===== src/rtl/shared_cmul_pkg.sv =====
// Shared definitions for the time-multiplexed butterfly engine.
//   ow_f     : output component width for a given input width / binary point
//   cw_f     : channel counter width (minimum 1 bit)
//   cplx_lsb : LSB offset of channel ch in a flat {re,im} per-channel bus
//   state_t  : batch sequencer states
package shared_cmul_pkg;

    typedef enum logic [1:0] {
        IDLE  = 2'd0,
        ISSUE = 2'd1,
        DRAIN = 2'd2,
        DONE  = 2'd3
    } state_t;

    // 2*W+1 bit product, shifted right by the binary point, plus one bit of
    // headroom for the add/sub with n.
    function automatic int ow_f(input int width, input int point);
        return 2 * width - point + 2;
    endfunction

    function automatic int cw_f(input int ch);
        return (ch > 1) ? $clog2(ch) : 1;
    endfunction

    // Channel 0 sits in the LSBs; each channel is {re, im}, re in the upper half.
    function automatic int cplx_lsb(input int ch, input int comp_w);
        return ch * 2 * comp_w;
    endfunction

endpackage


===== src/rtl/cmul_butterfly_core.sv =====
// Pipelined complex multiply + butterfly for one operand set per cycle.
//   r_p = n + m*w, r_m = n - m*w, all values at the same binary point.
// Ports:
//   clk, rst            clock, synchronous active-high reset (clears valid bits only)
//   in_valid, in_tag    operand set valid and its channel tag
//   m, n, w             {re,im} operands, P_WIDTH bits per component
//   out_valid, out_tag  result valid and tag, P_PIPE cycles after issue
//   r_p, r_m            {re,im} results, L_OW bits per component
//   busy                any pipeline stage holds a valid operand set
// Build option: SHARED_CMUL_ROUND_EN adds half an LSB before the binary-point
// shift (round half up); otherwise the shift truncates toward -inf.
module cmul_butterfly_core
    import shared_cmul_pkg::*;
#(
    parameter  int P_WIDTH = 8,
    parameter  int P_POINT = 6,
    parameter  int P_PIPE  = 2,
    parameter  int P_TAG_W = 2,
    localparam int L_OW    = ow_f(P_WIDTH, P_POINT)
) (
    input  logic                 clk,
    input  logic                 rst,
    input  logic                 in_valid,
    input  logic [P_TAG_W-1:0]   in_tag,
    input  logic [2*P_WIDTH-1:0] m,
    input  logic [2*P_WIDTH-1:0] n,
    input  logic [2*P_WIDTH-1:0] w,
    output logic                 out_valid,
    output logic [P_TAG_W-1:0]   out_tag,
    output logic [2*L_OW-1:0]    r_p,
    output logic [2*L_OW-1:0]    r_m,
    output logic                 busy
);

    localparam int PW = 2 * P_WIDTH + 1;  // full complex-product width
    localparam int WW = PW + 1;           // shift/round work width, always >= L_OW

    logic signed [P_WIDTH-1:0] m_re, m_im, w_re, w_im;
    logic signed [PW-1:0]      pr_c, pi_c;

    assign m_re = m[2*P_WIDTH-1:P_WIDTH];
    assign m_im = m[P_WIDTH-1:0];
    assign w_re = w[2*P_WIDTH-1:P_WIDTH];
    assign w_im = w[P_WIDTH-1:0];

    assign pr_c = PW'(m_re) * PW'(w_re) - PW'(m_im) * PW'(w_im);
    assign pi_c = PW'(m_re) * PW'(w_im) + PW'(m_im) * PW'(w_re);

    logic [P_PIPE:1]                vld_pipe;
    logic [P_PIPE:1][PW-1:0]        pr_q, pi_q;
    logic [P_PIPE:1][2*P_WIDTH-1:0] n_q;
    logic [P_PIPE:1][P_TAG_W-1:0]   tag_q;

    always_ff @(posedge clk) begin
        if (rst) begin
            vld_pipe <= '0;
        end else begin
            vld_pipe[1] <= in_valid;
            for (int s = 2; s <= P_PIPE; s++) vld_pipe[s] <= vld_pipe[s-1];
        end
    end

    // Data stages carry no reset: they are only observed under vld_pipe.
    always_ff @(posedge clk) begin
        pr_q[1]  <= pr_c;
        pi_q[1]  <= pi_c;
        n_q[1]   <= n;
        tag_q[1] <= in_tag;
        for (int s = 2; s <= P_PIPE; s++) begin
            pr_q[s]  <= pr_q[s-1];
            pi_q[s]  <= pi_q[s-1];
            n_q[s]   <= n_q[s-1];
            tag_q[s] <= tag_q[s-1];
        end
    end

    logic signed [WW-1:0]   pr_w, pi_w, pr_sh, pi_sh;
    logic signed [L_OW-1:0] p_re, p_im, n_re, n_im;

`ifdef SHARED_CMUL_ROUND_EN
    localparam int RND = (P_POINT > 0) ? (1 << (P_POINT - 1)) : 0;
    assign pr_w = WW'($signed(pr_q[P_PIPE])) + WW'(RND);
    assign pi_w = WW'($signed(pi_q[P_PIPE])) + WW'(RND);
`else
    assign pr_w = WW'($signed(pr_q[P_PIPE]));
    assign pi_w = WW'($signed(pi_q[P_PIPE]));
`endif

    assign pr_sh = pr_w >>> P_POINT;
    assign pi_sh = pi_w >>> P_POINT;

    // The shifted product fits in L_OW-1 bits and n in P_WIDTH bits, so the
    // L_OW-bit sum/difference cannot wrap.
    assign p_re = L_OW'(pr_sh);
    assign p_im = L_OW'(pi_sh);
    assign n_re = L_OW'($signed(n_q[P_PIPE][2*P_WIDTH-1:P_WIDTH]));
    assign n_im = L_OW'($signed(n_q[P_PIPE][P_WIDTH-1:0]));

    assign r_p       = {n_re + p_re, n_im + p_im};
    assign r_m       = {n_re - p_re, n_im - p_im};
    assign out_valid = vld_pipe[P_PIPE];
    assign out_tag   = tag_q[P_PIPE];
    assign busy      = |vld_pipe;

endmodule


===== src/rtl/shared_cmul_butterfly_array.sv =====
// Radix-2 butterfly engine: one pipelined complex multiplier shared by
// P_CHANNELS operand sets per batch, issued one channel per cycle.
// Ports:
//   CLK, RST            clock, synchronous active-high reset
//   i_valid, o_in_ready batch input handshake (ready only while idle)
//   i_m, i_n, i_w       per-channel {re,im} operands, channel 0 in LSBs
//   o_valid, i_ready    result batch handshake
//   o_r_p, o_r_m        per-channel {re,im} of n + m*w and n - m*w
// Build option: SHARED_CMUL_ROUND_EN selects round-half-up in the core
// (default: truncation). Latency is identical in both builds.
module shared_cmul_butterfly_array
    import shared_cmul_pkg::*;
#(
    parameter  int P_WIDTH    = 8,
    parameter  int P_POINT    = 6,
    parameter  int P_CHANNELS = 4,
    parameter  int P_PIPE     = 2,
    localparam int L_OW       = ow_f(P_WIDTH, P_POINT),
    localparam int L_CW       = cw_f(P_CHANNELS)
) (
    input  logic                             CLK,
    input  logic                             RST,
    input  logic                             i_valid,
    output logic                             o_in_ready,
    input  logic [P_CHANNELS*2*P_WIDTH-1:0]  i_m,
    input  logic [P_CHANNELS*2*P_WIDTH-1:0]  i_n,
    input  logic [P_CHANNELS*2*P_WIDTH-1:0]  i_w,
    output logic                             o_valid,
    input  logic                             i_ready,
    output logic [P_CHANNELS*2*L_OW-1:0]     o_r_p,
    output logic [P_CHANNELS*2*L_OW-1:0]     o_r_m
);

    localparam int IW  = 2 * P_WIDTH;
    localparam int OW2 = 2 * L_OW;

    state_t                         state;
    logic [L_CW-1:0]                cnt;
    logic [P_CHANNELS-1:0][IW-1:0]  bank_m, bank_n, bank_w;
    logic [P_CHANNELS-1:0][OW2-1:0] rp_bank, rm_bank;

    logic            issue;
    logic            core_valid, core_busy;
    logic [L_CW-1:0] core_tag;
    logic [OW2-1:0]  core_rp, core_rm;

    assign issue = (state == ISSUE);

    cmul_butterfly_core #(
        .P_WIDTH (P_WIDTH),
        .P_POINT (P_POINT),
        .P_PIPE  (P_PIPE),
        .P_TAG_W (L_CW)
    ) u_core (
        .clk       (CLK),
        .rst       (RST),
        .in_valid  (issue),
        .in_tag    (cnt),
        .m         (bank_m[cnt]),
        .n         (bank_n[cnt]),
        .w         (bank_w[cnt]),
        .out_valid (core_valid),
        .out_tag   (core_tag),
        .r_p       (core_rp),
        .r_m       (core_rm),
        .busy      (core_busy)
    );

    // Sequencer: capture -> issue one channel per cycle -> wait for the
    // pipeline to empty -> present the batch until accepted.
    always_ff @(posedge CLK) begin
        if (RST) begin
            state      <= IDLE;
            cnt        <= '0;
            o_in_ready <= 1'b1;
            o_valid    <= 1'b0;
        end else begin
            case (state)
                IDLE: if (i_valid) begin
                    state      <= ISSUE;
                    cnt        <= '0;
                    o_in_ready <= 1'b0;
                end
                ISSUE: begin
                    if (cnt == L_CW'(P_CHANNELS - 1)) state <= DRAIN;
                    else                              cnt   <= cnt + L_CW'(1);
                end
                DRAIN: if (!core_busy) begin
                    state   <= DONE;
                    o_valid <= 1'b1;
                end
                DONE: if (i_ready) begin
                    state      <= IDLE;
                    o_valid    <= 1'b0;
                    o_in_ready <= 1'b1;
                end
                default: state <= IDLE;
            endcase
        end
    end

    // Input bank needs no reset: nothing reads it until a capture refills it.
    always_ff @(posedge CLK) begin
        if (!RST && state == IDLE && i_valid) begin
            for (int k = 0; k < P_CHANNELS; k++) begin
                bank_m[k] <= i_m[cplx_lsb(k, P_WIDTH) +: IW];
                bank_n[k] <= i_n[cplx_lsb(k, P_WIDTH) +: IW];
                bank_w[k] <= i_w[cplx_lsb(k, P_WIDTH) +: IW];
            end
        end
    end

    // Results land in their slot by tag; earlier batch values persist until
    // the matching channel of the next batch overwrites them.
    always_ff @(posedge CLK) begin
        if (RST) begin
            rp_bank <= '0;
            rm_bank <= '0;
        end else if (core_valid) begin
            rp_bank[core_tag] <= core_rp;
            rm_bank[core_tag] <= core_rm;
        end
    end

    for (genvar k = 0; k < P_CHANNELS; k++) begin : g_out
        assign o_r_p[cplx_lsb(k, L_OW) +: OW2] = rp_bank[k];
        assign o_r_m[cplx_lsb(k, L_OW) +: OW2] = rm_bank[k];
    end

endmodule

===== config.mk =====
export PLATFORM = sky130hd
export DESIGN_NAME = shared_cmul_butterfly_array
export DESIGN_NICKNAME = d
export VERILOG_FILES = /design/src/rtl/shared_cmul_pkg.sv /design/src/rtl/cmul_butterfly_core.sv /design/src/rtl/shared_cmul_butterfly_array.sv
export SDC_FILE = /design/constraint.sdc
export NUM_CORES = 1
export LEC_CHECK = 0
export ABC_AREA = 0
export CORE_UTILIZATION = 45
export DETAILED_ROUTE_END_ITERATION = 8
export PLACE_DENSITY = 0.66
export SLEW_MARGIN = 20
export SYNTH_ARGS = -nofsm -noshare
export SYNTH_HDL_FRONTEND = slang
export SYNTH_HIERARCHICAL = 1
export SYNTH_SLANG_ARGS = --single-unit

===== constraint.sdc =====
create_clock -name CLK -period 14.1 [get_ports CLK]
set_clock_uncertainty 0.2 [all_clocks]
set_input_delay 3.525 -clock CLK [delete_from_list [all_inputs] [get_ports CLK]]
set_output_delay 3.525 -clock CLK [all_outputs]
set_load 0.1 [all_outputs]

Word-level counts from Yosys, hierarchy flattened
Index checks and enable logic that the tools add are counted.
{"block": "word_totals", "ff_bits": 496, "out_inout_bits": 194, "wordCells": 93}
{"block": "op_classes", "addsub": 7, "mul": 4, "order_cmp": 3, "n_eq_ne": 9, "muxes": 24, "reduce_logical": 13}
{"cell": "bitwise mux 96 bit", "n": 2}
{"cell": "binary-select mux 16 bit (select 2 bit)", "n": 3}
{"cell": "multiplier 8 x 8 -> 16 bit", "n": 4}
{"cell": "demux 24 bit (select 2 bit)", "n": 1}
{"cell": "two-way mux 16 bit", "n": 3}
{"cell": "adder 8 x 11 -> 12 bit", "n": 2}
{"cell": "two-way mux 24 bit", "n": 1}
{"cell": "subtractor 8 x 11 -> 12 bit", "n": 2}
{"cell": "adder 17 bit", "n": 1}
{"cell": "subtractor 17 bit", "n": 1}
{"cell": "two-way mux 2 bit", "n": 6}
{"cell": "inequality test 2 bit (second input constant)", "n": 5}
{"cell": "AND reduction 3 bit", "n": 3}
{"cell": "one-hot mux 2 bit (4 select lines)", "n": 1}
{"cell": "== test 2 bit (second input constant)", "n": 3}
{"cell": "< comparator 2 x 3 -> 1 bit (second input constant)", "n": 2}
{"cell": "nonzero test 2 bit", "n": 3}
{"cell": "two-way mux 1 bit", "n": 4}
{"cell": "one-hot mux 1 bit (2 select lines)", "n": 2}
{"cell": "one-hot mux 2 bit (2 select lines)", "n": 1}
{"cell": "AND reduction 4 bit", "n": 1}
{"cell": "logical AND 1 bit", "n": 3}
{"cell": "adder 2 x 1 -> 2 bit (second input constant)", "n": 1}
{"cell": "== test 2 x 1 -> 1 bit (second input constant)", "n": 1}
{"cell": "other kinds (4)", "n": 4}

Longest topological paths before layout
{"block": "depth", "word_depth": 5, "mapped_depth": 25, "ltp_nobuf": 22}

By module
Netlist, hierarchy kept.
{"mod": "cmul_butterfly_core", "instances": 1, "cells_each": 1468, "area_each_um2": 13929.6}
{"mod": "shared_cmul_butterfly_array", "instances": 1, "cells_each": 1135, "area_each_um2": 13922.1}

Least setup slack after synthesis
OpenSTA, ideal clock, no wires.
{"block": "synth_path", "kind": "input to register", "start": "in RST", "end": "reg bank_m[0] (netlist bit), enable pin", "arrival_time_ns": 11.893, "t_required_ns": 13.148, "slack_ns": 1.256, "cell_stages": 3, "n_path_buf": 2, "cell_sequence": "clkbuf_1 -> clkbuf_1 -> nor2_1"}
{"block": "synth_between", "elab_chain_len": 3}
{"item": "from (decl)", "line_no": "shared_cmul_butterfly_array.sv:22", "source": "input logic RST,"}
{"item": "logical NOT 1 bit", "line_no": "shared_cmul_butterfly_array.sv:104", "source": "if (!RST && state == IDLE && i_valid) begin"}
{"item": "logical AND 1 bit (2 in a row)", "line_no": "shared_cmul_butterfly_array.sv:104"}
{"item": "to (signal, indexed assignment)", "line_no": "shared_cmul_butterfly_array.sv:106", "source": "bank_m[k] <= i_m[cplx_lsb(k, P_WIDTH) +: IW];"}
{"item": "to (decl)", "line_no": "shared_cmul_butterfly_array.sv:39", "source": "logic [P_CHANNELS-1:0][IW-1:0] bank_m, bank_n, bank_w;"}
Every way passes these cells.
A chain may end at the register's enable or synchronous reset.

Worst setup path after layout
{"block": "layout_path", "start": "reg cnt[0]", "end": "reg u_core/pr_q[15] (netlist bit)"}
{"block": "layout_between", "elab_chain_len": 4, "elab_cells_between_ends": 7}
{"item": "from (decl)", "line_no": "shared_cmul_butterfly_array.sv:38", "source": "logic [L_CW-1:0] cnt;"}
{"item": "from (signal assigned)", "line_no": "shared_cmul_butterfly_array.sv:86", "source": "else cnt <= cnt + L_CW'(1);"}
{"item": "binary-select mux 16 bit (select 2 bit) (on tied branches)", "line_no": "shared_cmul_butterfly_array.sv:59, shared_cmul_butterfly_array.sv:61"}
{"item": "two-way mux 16 bit (on tied branches)", "line_no": "shared_cmul_butterfly_array.sv:59, shared_cmul_butterfly_array.sv:61"}
{"item": "multiplier 8 x 8 -> 16 bit", "line_no": "cmul_butterfly_core.sv:46", "source": "assign pr_c = PW'(m_re) * PW'(w_re) - PW'(m_im) * PW'(w_im);"}
{"item": "subtractor 17 bit *", "line_no": "cmul_butterfly_core.sv:46"}
{"item": "via u_core.pr_c[15]", "line_no": "cmul_butterfly_core.sv:39", "source": "logic signed [PW-1:0] pr_c, pi_c;"}
{"item": "to (signal, indexed assignment)", "line_no": "cmul_butterfly_core.sv:70", "source": "pr_q[s] <= pr_q[s-1];"}
{"item": "to (decl)", "line_no": "cmul_butterfly_core.sv:50", "source": "logic [P_PIPE:1][PW-1:0] pr_q, pi_q;"}
The timed path passes the listed nets; every way through them passes the cells marked *. The select of a mux whose other input is x is not followed.

==> results.md <==
- Status: completed
- Sink Count: between 400 and 500
- Synth warn: 6
- Vias: roughly 19000
- Share of post-route cells with drive strength above 1: under 10%
- Synth cell types: 65
- Syn Nets: approximately 3200
- Hold path start: u_core/pr_q[6]
- Row cnt: 90
- Nets: between 3000 and 4000
- Die area: between 60000 and 70000 sq um
- Port Buffers: just under 400
- Flip-flop and latch area: between 10000 and 15000 sq um
- Boundary pin count: approximately 400
- Final antenna-violating net count: 0
- Core ar.: between 60000 and 70000 sq um
- Maxcap violations: 0
- First-pass GRT wire length: approximately 110 mm
- Worst-Skew Late Latency: ~0.60 ns
- Worst Setup Start Kind: flop
- Worst hold path type: flop to flop
- Critical path type: flop to flop
- Die H: between 200 and 300 um
- Reg2reg path depth: 22
- Hold Path Depth: 0
- Fill count: around 5200
- Vias in the first global route: roughly 20000
- Seq cells post-synth: roughly 470
- Slew HR: a little under a quarter
- Hpwl dp: between 50 and 60 mm
- Ranking of synthesized cells by area: edfxtp_1 21%, fa_1 20%, dfxtp_1 20%, ha_1 7.0%, nand2_1 6.5%
- DRT Pass-1 Iters: 5
- Worst Max-Slew Pin Slew: 1.14 ns
- Post-CTS sizing: 0
- Slowest cell delay on critical path: a little under 0.7 ns
- Top cell by count, worst path: fa_1
- Total CTS buffers: 48
- Chip Width: 251 um
- Final Cycle Share: between 50% and 60%
- Max FO, Critical Path: 35
- CTS Buffer Depth: 3
- CTS tree: yes
- Slew Viols, Final: 0
- Predominant post-synthesis flop cell: dfxtp_1
- Crit path time final: roughly 7.9 ns
- WL/cell: roughly 19 um
- CP cell instances: buf_4 > mux4_2 > inv_1 > nor2_1 > fa_1 > inv_1 > fa_1 > fa_1 > inv_1 > fa_1 > fa_1 > inv_1 > fa_1 > inv_1 > ha_1 > o21ai_0 > or2b_2 > a21oi_1 > a21oi_2 > a41o_2 > o31a_2 > xor2_1
- Final routed DRC violation total: 0
- Hold WS: between 0.1 and 0.15 ns
- Syn avg cell area: ~11 sq um
- Ys async rst share: 0%
- WHS Endpoint: u_core/p_re[0]
- Gate Count Post-Synth: about 2600
- Delay-heaviest family, CP: adder cells
- Total gr overflow: 0
- Initial antenna violation count: 4
- Crit path capture type: flop
- FF-to-FF End: u_core/pr_q[15]
- # setup viols final: 0
- RSZ-0062 raised after global routing: no
- CP bufs+invs: 6
- H-tree Lvls: 2
- Overall Global Routing Usage: 22.7%
- Hold-fix buffers at CTS: 0
- Reg2Reg Setup Slack: 6.25 ns
- Yosys top cell area share: between 20% and 30%
- Largest net degree at the start of global routing: about 110
- Top cell type by total area after synthesis: edfxtp_1
- Worst r2r src: cnt[0]
- GPL Wtd Cong: around 0.86
- Commonest cells after routing, fill and taps aside: 486 x nand2_1, 388 x clkdlybuf4s50_1, 381 x inv_1
- Area growth, synth to finish: 21.7%
- Final wirelength: about 70 mm
- Initial DRC Count: 1053
- Worst path slowest cell: mux4_2
- Post-synth EDFFs: approximately 190
- Clock root buffer: clkbuf_16
- Clk pin slew, worst setup/hold paths: about 0.07 ns
- Vias per cell: about 5.1
- Post-synthesis cell area: roughly 28000 sq um
- Setup bufs post-CTS: 0
- Starting Density: about 46%
- Fmax achieved: around 130 MHz
- Sequential area share after synthesis: just over 40%
- Setup total negative slack: 0 ns
- Area of the multi-input gates: 14500 sq um
- Critical Path AT: ~8.1 ns
- Most common cell after layout, fill and taps aside: nand2_1
- Worst endpoint required time: ~14 ns
- Fin. Hold Viols: 0
-- layer usage --
metal | vias up | part of all wire (%) | wire length, um | global-route usage [%]
li1 | 8948 | - | - | -
met1 | 9601 | 42 | 29400 | 29.3
met2 | 647 | 49 | 34500 | 38.9
met3 | 114 | 5.9 | 4170 | 3.39
met4 | 0 | 3.2 | 2270 | 7.55
met5 | - | 0 | 0 | 0
-- sequential cells by signal (all words and copies together), names as in the netlist --
| signal | flops |
|---|---|
| bank_m | 64 |
| bank_n | 64 |
| bank_w | 64 |
| cnt | 2 |
| o_in_ready | 1 |
| o_r_m | 96 |
| o_r_p | 96 |
| o_valid | 1 |
| state | 2 |
| u_core/n_im | 8 |
| u_core/n_q | 24 |
| u_core/out_tag | 2 |
| u_core/p_im | 11 |
| u_core/p_re | 11 |
| u_core/pi_q | 11 |
| u_core/pr_q | 11 |
| u_core/tag_q | 2 |
| u_core/vld_pipe | 2 |
-- cell type report --
type	count	area share [%]
inverters	381	4.22
clock buffers	66	4.01
clock inverters	22	0.591
repair buffers	401	11.8
flip-flops and latches	472	33.6
multi-input cells	1635	42.9
well taps	782	2.89
diodes	1	0.00738
-- how the worst max path moves through the flow --
stage                       from         endpoint  cells past startpoint
after detailed placement  cnt[0]  u_core/pr_q[15]                     22
after global routing      cnt[0]  u_core/pr_q[15]                     22
after floorplan              RST        bank_m[0]                      3
after global placement    cnt[0]  u_core/pr_q[15]                     22
after CTS                 cnt[0]  u_core/pr_q[15]                     22
final                     cnt[0]  u_core/pr_q[15]                     22
-- Yosys cell counts (3+ instances only) --
library cell	count
a21o_1	6
a21oi_1	225
o31ai_1	8
o21a_1	3
and2_1	142
dfxtp_1	280
fa_1	281
xnor2_1	61
mux4_2	48
a311oi_1	3
mux2i_1	3
nor4b_1	3
nor2_1	59
clkbuf_1	72
buf_1	7
inv_1	381
or2_2	3
edfxtp_1	192
nand2_1	486
or4_1	4
ha_1	156
o21bai_1	10
nand3_1	6
a211oi_1	5
xor2_1	12
buf_2	18
and3_1	4
nor3_1	8
o21ai_0	24
buf_4	16
nand2b_1	17
nor2b_1	14
-- stage by stage --
stage / instance area (sq um) / std cells / setup WS (ns) / util [%]
after global placement: 32300 / 3670 / 6.36 / 53.1
after floorplan: 27900 / 2603 / 1.26 / -
after CTS: 33900 / 3758 / 6.22 / 55.7
after global routing: 33900 / 3759 / 5.89 / 55.7
after detailed placement: 32300 / 3670 / 6.24 / 53.1
final: 33900 / 3760 / 6.25 / 55.7
-- logic make-up after synthesis --
logic type      synth area share, %
xor+xnor                       2.30
fa+ha+maj                      27.2
flops                          40.8
compound gates                 6.32
simple gates                   12.3
buf+inv                        7.04
mux                            3.99
Power is left out: the tool's default activity adds up to more than one toggle a clock period on the data nets, which glitch-free logic cannot reach.
